**src/rtl/mem_ctrl.sv**
```systemverilog
// Single byte-wide RAM port controller: arbitrates IF and MEM requests, assembles
// little-endian loads byte by byte and serialises stores, pulsing done per request.
module mem_ctrl #(
    parameter int ADDR_W = 17
) (
    input  logic              clk,
    input  logic              rst,
    input  logic              if_req_i,
    input  logic [ADDR_W-1:0] if_addr_i,
    output logic              if_done_o,
    output logic [31:0]       if_data_o,
    input  logic              mem_req_i,
    input  logic              mem_we_i,
    input  logic [1:0]        mem_width_i,
    input  logic [ADDR_W-1:0] mem_addr_i,
    input  logic [31:0]       mem_wdata_i,
    output logic              mem_done_o,
    output logic [31:0]       mem_rdata_o,
    output logic [ADDR_W-1:0] ram_addr_o,
    output logic              ram_wr_o,
    output logic [7:0]        ram_dout_o,
    input  logic [7:0]        ram_din_i
);
    typedef enum logic [1:0] {S_IDLE, S_RD, S_WR, S_DONE} state_t;

    state_t            r_state;
    logic              r_owner_mem;
    logic [ADDR_W-1:0] r_base;
    logic [2:0]        r_len;
    logic [2:0]        r_cnt;
    logic [31:0]       r_wdata;
    logic [31:0]       r_buf;
    logic              r_if_done;
    logic              r_mem_done;
    logic [31:0]       r_if_data;
    logic [31:0]       r_mem_rdata;

    logic [2:0]        w_mem_len;
    logic [ADDR_W-1:0] w_addr;
    logic [31:0]       w_rd_word;
    logic [7:0]        w_wr_byte;

    assign w_mem_len = (mem_width_i == 2'd0) ? 3'd1 :
                       (mem_width_i == 2'd1) ? 3'd2 : 3'd4;
    assign w_addr    = r_base + ADDR_W'(r_cnt);
    // The byte addressed in cycle k-1 arrives in cycle k and lands in byte lane k-1.
    assign w_rd_word = r_buf | (32'(ram_din_i) << {r_cnt - 3'd1, 3'b000});
    assign w_wr_byte = 8'(r_wdata >> {r_cnt[1:0], 3'b000});

    assign if_done_o   = r_if_done;
    assign if_data_o   = r_if_data;
    assign mem_done_o  = r_mem_done;
    assign mem_rdata_o = r_mem_rdata;

    always_comb begin
        // NOTE: every output gets a default first so no path can infer a latch.
        ram_addr_o = '0;
        ram_wr_o   = 1'b0;
        ram_dout_o = 8'd0;
        case (r_state)
            S_RD: if (r_cnt < r_len) ram_addr_o = w_addr;
            S_WR: begin
                ram_addr_o = w_addr;
                ram_wr_o   = 1'b1;
                ram_dout_o = w_wr_byte;
            end
            default: ;
        endcase
    end

    // NOTE: sequential state uses non-blocking assignments so every register sees pre-edge values.
    always_ff @(posedge clk) begin
        if (rst) begin
            r_state     <= S_IDLE;
            r_owner_mem <= 1'b0;
            r_base      <= '0;
            r_len       <= 3'd0;
            r_cnt       <= 3'd0;
            r_wdata     <= '0;
            r_buf       <= '0;
            r_if_done   <= 1'b0;
            r_mem_done  <= 1'b0;
            r_if_data   <= '0;
            r_mem_rdata <= '0;
        end else begin
            case (r_state)
                S_IDLE: begin
                    if (mem_req_i || if_req_i) begin
                        r_cnt       <= 3'd0;
                        r_buf       <= '0;
                        r_owner_mem <= mem_req_i;
                        if (mem_req_i) begin
                            r_base  <= mem_addr_i;
                            r_len   <= w_mem_len;
                            r_wdata <= mem_wdata_i;
                            r_state <= mem_we_i ? S_WR : S_RD;
                        end else begin
                            r_base  <= if_addr_i;
                            r_len   <= 3'd4;
                            r_wdata <= '0;
                            r_state <= S_RD;
                        end
                    end
                end
                S_RD: begin
                    if (r_cnt != 3'd0) r_buf <= w_rd_word;
                    if (r_cnt == r_len) begin
                        r_state <= S_DONE;
                        if (r_owner_mem) begin
                            r_mem_done  <= 1'b1;
                            r_mem_rdata <= w_rd_word;
                        end else begin
                            r_if_done <= 1'b1;
                            r_if_data <= w_rd_word;
                        end
                    end else begin
                        r_cnt <= r_cnt + 3'd1;
                    end
                end
                S_WR: begin
                    if (r_cnt == r_len - 3'd1) begin
                        r_state    <= S_DONE;
                        r_mem_done <= 1'b1;
                    end else begin
                        r_cnt <= r_cnt + 3'd1;
                    end
                end
                S_DONE: begin
                    r_if_done  <= 1'b0;
                    r_mem_done <= 1'b0;
                    r_state    <= S_IDLE;
                end
                default: r_state <= S_IDLE;
            endcase
        end
    end
endmodule

```
**config.mk**
```make
export PLATFORM = sky130hd
export DESIGN_NAME = mem_ctrl
export DESIGN_NICKNAME = d
export VERILOG_FILES = /design/src/rtl/mem_ctrl.sv
export SDC_FILE = /design/constraint.sdc
export NUM_CORES = 1
export LEC_CHECK = 0
export ABC_AREA = 1
export CAP_MARGIN = 0
export CORE_MARGIN = 4
export CORE_UTILIZATION = 40
export DETAILED_ROUTE_END_ITERATION = 12
export GPL_TIMING_DRIVEN = 0
export PLACE_DENSITY = 0.7
export RECOVER_POWER = 50
export SLEW_MARGIN = 20
export SYNTH_ARGS = -nofsm -noshare
export SYNTH_HDL_FRONTEND = slang
export SYNTH_SLANG_ARGS = --single-unit
```
**constraint.sdc**
```tcl
create_clock -name clk -period 2.71 [get_ports clk]
set_clock_uncertainty 0.15 [all_clocks]
set_input_delay 0.6775 -clock clk [delete_from_list [all_inputs] [get_ports clk]]
set_output_delay 0.6775 -clock clk [all_outputs]
set_load 0.01 [all_outputs]
```
==> out/qor.yml <==
critPathMaxStageDelay_ns: 0.37
path_cells: "ha_4 > fa_2 > nand2_2 > nand2_2 > nand4_1 > nor2_4 > buf_4 > nand2_1 > nand2_2 > nor2_2 > buf_2"
ctsLongestPathBuffers: 2
drive_above_1_share_pct: 14.5
grt-busiest-layer: "met2"
synthTopCellsByArea: "dfxtp_1 44%, nand2_1 12%, a21oi_1 9.1%, o21ai_0 7.2%, nor2_1 4.8%"
syn_area_per_cell_um2: 7.10
root_buffer: "clkbuf_16"
synthesis.area_um2: 7020
ff2ff_setup_slack_ns: 0.14
crit_required_ns: 1.88
endpoint_kind: "output pin"
violations: "setup timing"
cp.depth: 11
worstHoldPathCells: 2
cts_tree: "done"
synth_most_common_cell: "nand2_1"
ys_seq_area_share_pct: 44.5
synth_ff_type: "dfxtp_1"
post-place-ws_ns: -1.04
worst_pin_slew_ns: 0.591
gp_congestion: 0.871
p_per_area_nw_per_um2: 1000
antenna_cells: 0
grt_max_degree: 17
max_slew_margin_pct: 60.6
use_met1_pct: 30.0
antenna_left: 0
grt-ovfl-total: 0
synth_edf_count: 0
yosysWarnings: 0
cpMostUsedCell: "nand2_2"
die_h_um: 140
p_leak_nw: 4.22
wl_per_cell_um: 15.8
grt_pass1_wl_um: 35600
ir_drop_v: 0.000643
route.detailed.drc: 0
fin_nets: 1287
finalHoldViolations: 0
clkSinkCount: 156
grtUsageMet2_pct: 35.6
rows: 48
worst_r2r_endpoint: "r_buf[19]$_SDFFE_PP0P_"
rr_worst_depth: 11
fmax_mhz: 336
critPathTopFamily: "simple AND/OR/NAND/NOR gates"
drt-total-wl_um: 22600
core-area_um2: 17200
fin_ws_ns: -0.268
cp_data_arrival_time_ns: 2.15
synth_top_cell_by_area: "dfxtp_1"
cp.buffers_inverters: 2
async_flop_share_pct: 0
period_needed_ns: 2.98
status: "finished with violations"
timing.final.crit_share_pct: 110
final_core_util_pct: 58.1
setup.worst_path.start_class: "flop"
synth_cell_type_count: 33
grt_use_met3_pct: 4.47
die_w_um: 140
synth_seq_cells: 156
synth_cells: 988
insertion_delay_ns: 0.42
cts_made_buffers: 17
ios: 173
h-tree-depth: 4
drtIter0Drc: 507
port_buffers: 171
drv_cap: 0
antenna_found_initial: 0
dp_hpwl_um: 16100
vias: 7368
crit_path_start: "r_cnt[0]$_SDFFE_PP0P_"
r2r-start: "r_cnt[0]$_SDFFE_PP0P_"
cpMaxStageDelayCell: "dfxtp_4"
critical_path_class: "flop to output pin"
cts.clk_slew.worst_paths_ns: 0.07
rsz0062_at_grt: "yes"
areaGrowthSynthToFinish_pct: 42.6
synth.top_cell.area_share_pct: 44.5
setup_viol: 17
grt_pass1_vias: 7031
maxSlewViolCount: 0
hold_path_class: "flop to flop"
die_area_um2: 19700
endpoint: "ram_addr_o[8]"
viasPerCell: 5.16
first_pass_iters: 8
syn-num-nets: 1085
synth_commonest_cells: "229 x nand2_1, 156 x dfxtp_1, 128 x a21oi_1"
start_util_pct: 40.7
grt_usage_pct: 22.1
crit_fanout: 7
through the flow:
step | power, mW | hold WS (ns) | std cells | area [µm²] | setup TNS (ns)
final | 10.0 | 0.312 | 1428 | 10000 | -3.85
after global routing | 10.7 | 0.333 | 1428 | 10000 | -6.30
after CTS | 9.81 | 0.312 | 1427 | 9890 | -4.19
after detailed placement | 7.00 | 0.302 | 1384 | 9020 | -48.96
after global placement | 6.96 | 0.295 | 1384 | 9020 | -48.38
after floorplan | 5.44 | 0.288 | 988 | 7020 | 0
sequential cells by signal (all words and copies together) (netlist names):
register     count
r_state          2
r_base          17
if_data_o       32
r_cnt            3
r_len            3
mem_done_o       1
r_wdata         32
mem_rdata_o     32
if_done_o        1
r_buf           32
r_owner_mem      1
worst register-to-register path: stages, from the launching register on:
cell and delay (ns):
dfxtp_4 0.38, buf_8 0.10, buf_8 0.09, clkinvlp_4 0.09, buf_8 0.14, clkbuf_16 0.15, ha_1 0.25, xnor2_4 0.25
buf_2 0.33, a31oi_1 0.24, nand2b_1 0.20, a21oi_1 0.13
per-layer routing:
layer,share of wire (%),up-vias,routed length (µm)
li1,-,3662,-
met2,47,266,10600
met3,6.4,34,1440
met5,0,-,0
met4,1.6,0,369
met1,45,3406,10200
area by class of cell:
class	instances	area, µm²
Inverter	89	350
Tap cell	225	282
Fill cell	1619	7230
Sequential cell	156	3130
Clock buffer	19	453
Clock inverter	13	158
Timing Repair inverter	1	8.76
Multi-Input combinational cell	682	3580
Timing Repair Buffer	183	1730
Buffer	60	318
logic make-up (layout without fill, tap and decap cells):
| kind of cell | Yosys count | after routing | share of synthesized area (%) |
|---|---|---|---|
| compound gates | 285 | 285 | 21.6 |
| fa+ha+maj | 16 | 16 | 2.96 |
| flops | 156 | 156 | 44.5 |
| simple gates | 378 | 378 | 21.9 |
| buf+inv | 150 | 365 | 8.68 |
| xor+xnor | 3 | 3 | 0.374 |
power by group:
part	internal (mW)	switching, mW
clock	1.43	1.02
combinational	1.73	2.80
sequential	2.73	0.312
worst min-delay path by stage:
stage                                         from                        to  slack [ns]
after floorplan           r_wdata[10]$_SDFFE_PP0P_  r_wdata[10]$_SDFFE_PP0P_        0.29
after global placement    r_wdata[14]$_SDFFE_PP0P_  r_wdata[14]$_SDFFE_PP0P_        0.29
after detailed placement     r_buf[5]$_SDFFE_PP0P_     r_buf[5]$_SDFFE_PP0P_        0.30
after CTS                    r_buf[5]$_SDFFE_PP0P_     r_buf[5]$_SDFFE_PP0P_        0.31
after global routing         r_buf[1]$_SDFFE_PP0P_     r_buf[1]$_SDFFE_PP0P_        0.33
final                      r_wdata[1]$_SDFFE_PP0P_   r_wdata[1]$_SDFFE_PP0P_        0.31
layout by cell type, fill, tap and decap left out, types with 5 or more instances in the layout:
cell type        synthesis  final
inv_1                   80     79
nand3_1                 23     22
clkbuf_1                31     29
dfxtp_1                156    152
clkdlybuf4s50_1          0    144
clkinv_4                 0      5
buf_2                   22     39
nand4_1                  7      7
nand2_2                  0     12
a31oi_2                  0      8
nor3_1                   7      5
ha_1                    15     10
a21oi_1                128    126
nor2_2                   1      9
nand2b_1                16     16
a31oi_1                 50     40
nand2_1                229    215
o21ai_0                101     91
buf_6                    0      5
buf_4                    4     12
clkbuf_16                0     18
o21ai_2                  0      5
inv_2                    5      5
o21ai_1                  0      5
nor2_1                  90     79
timing repair:
action / in CTS / in global routing
buffers inserted: 10 / 3
setup endpoints to repair: 127 / 63
pin swaps: 19 / 14
hold buffers: 0 / 0
gates resized for setup: 175 / 41
gates cloned: 1 / 1
(Power assumes the default switching activity.)
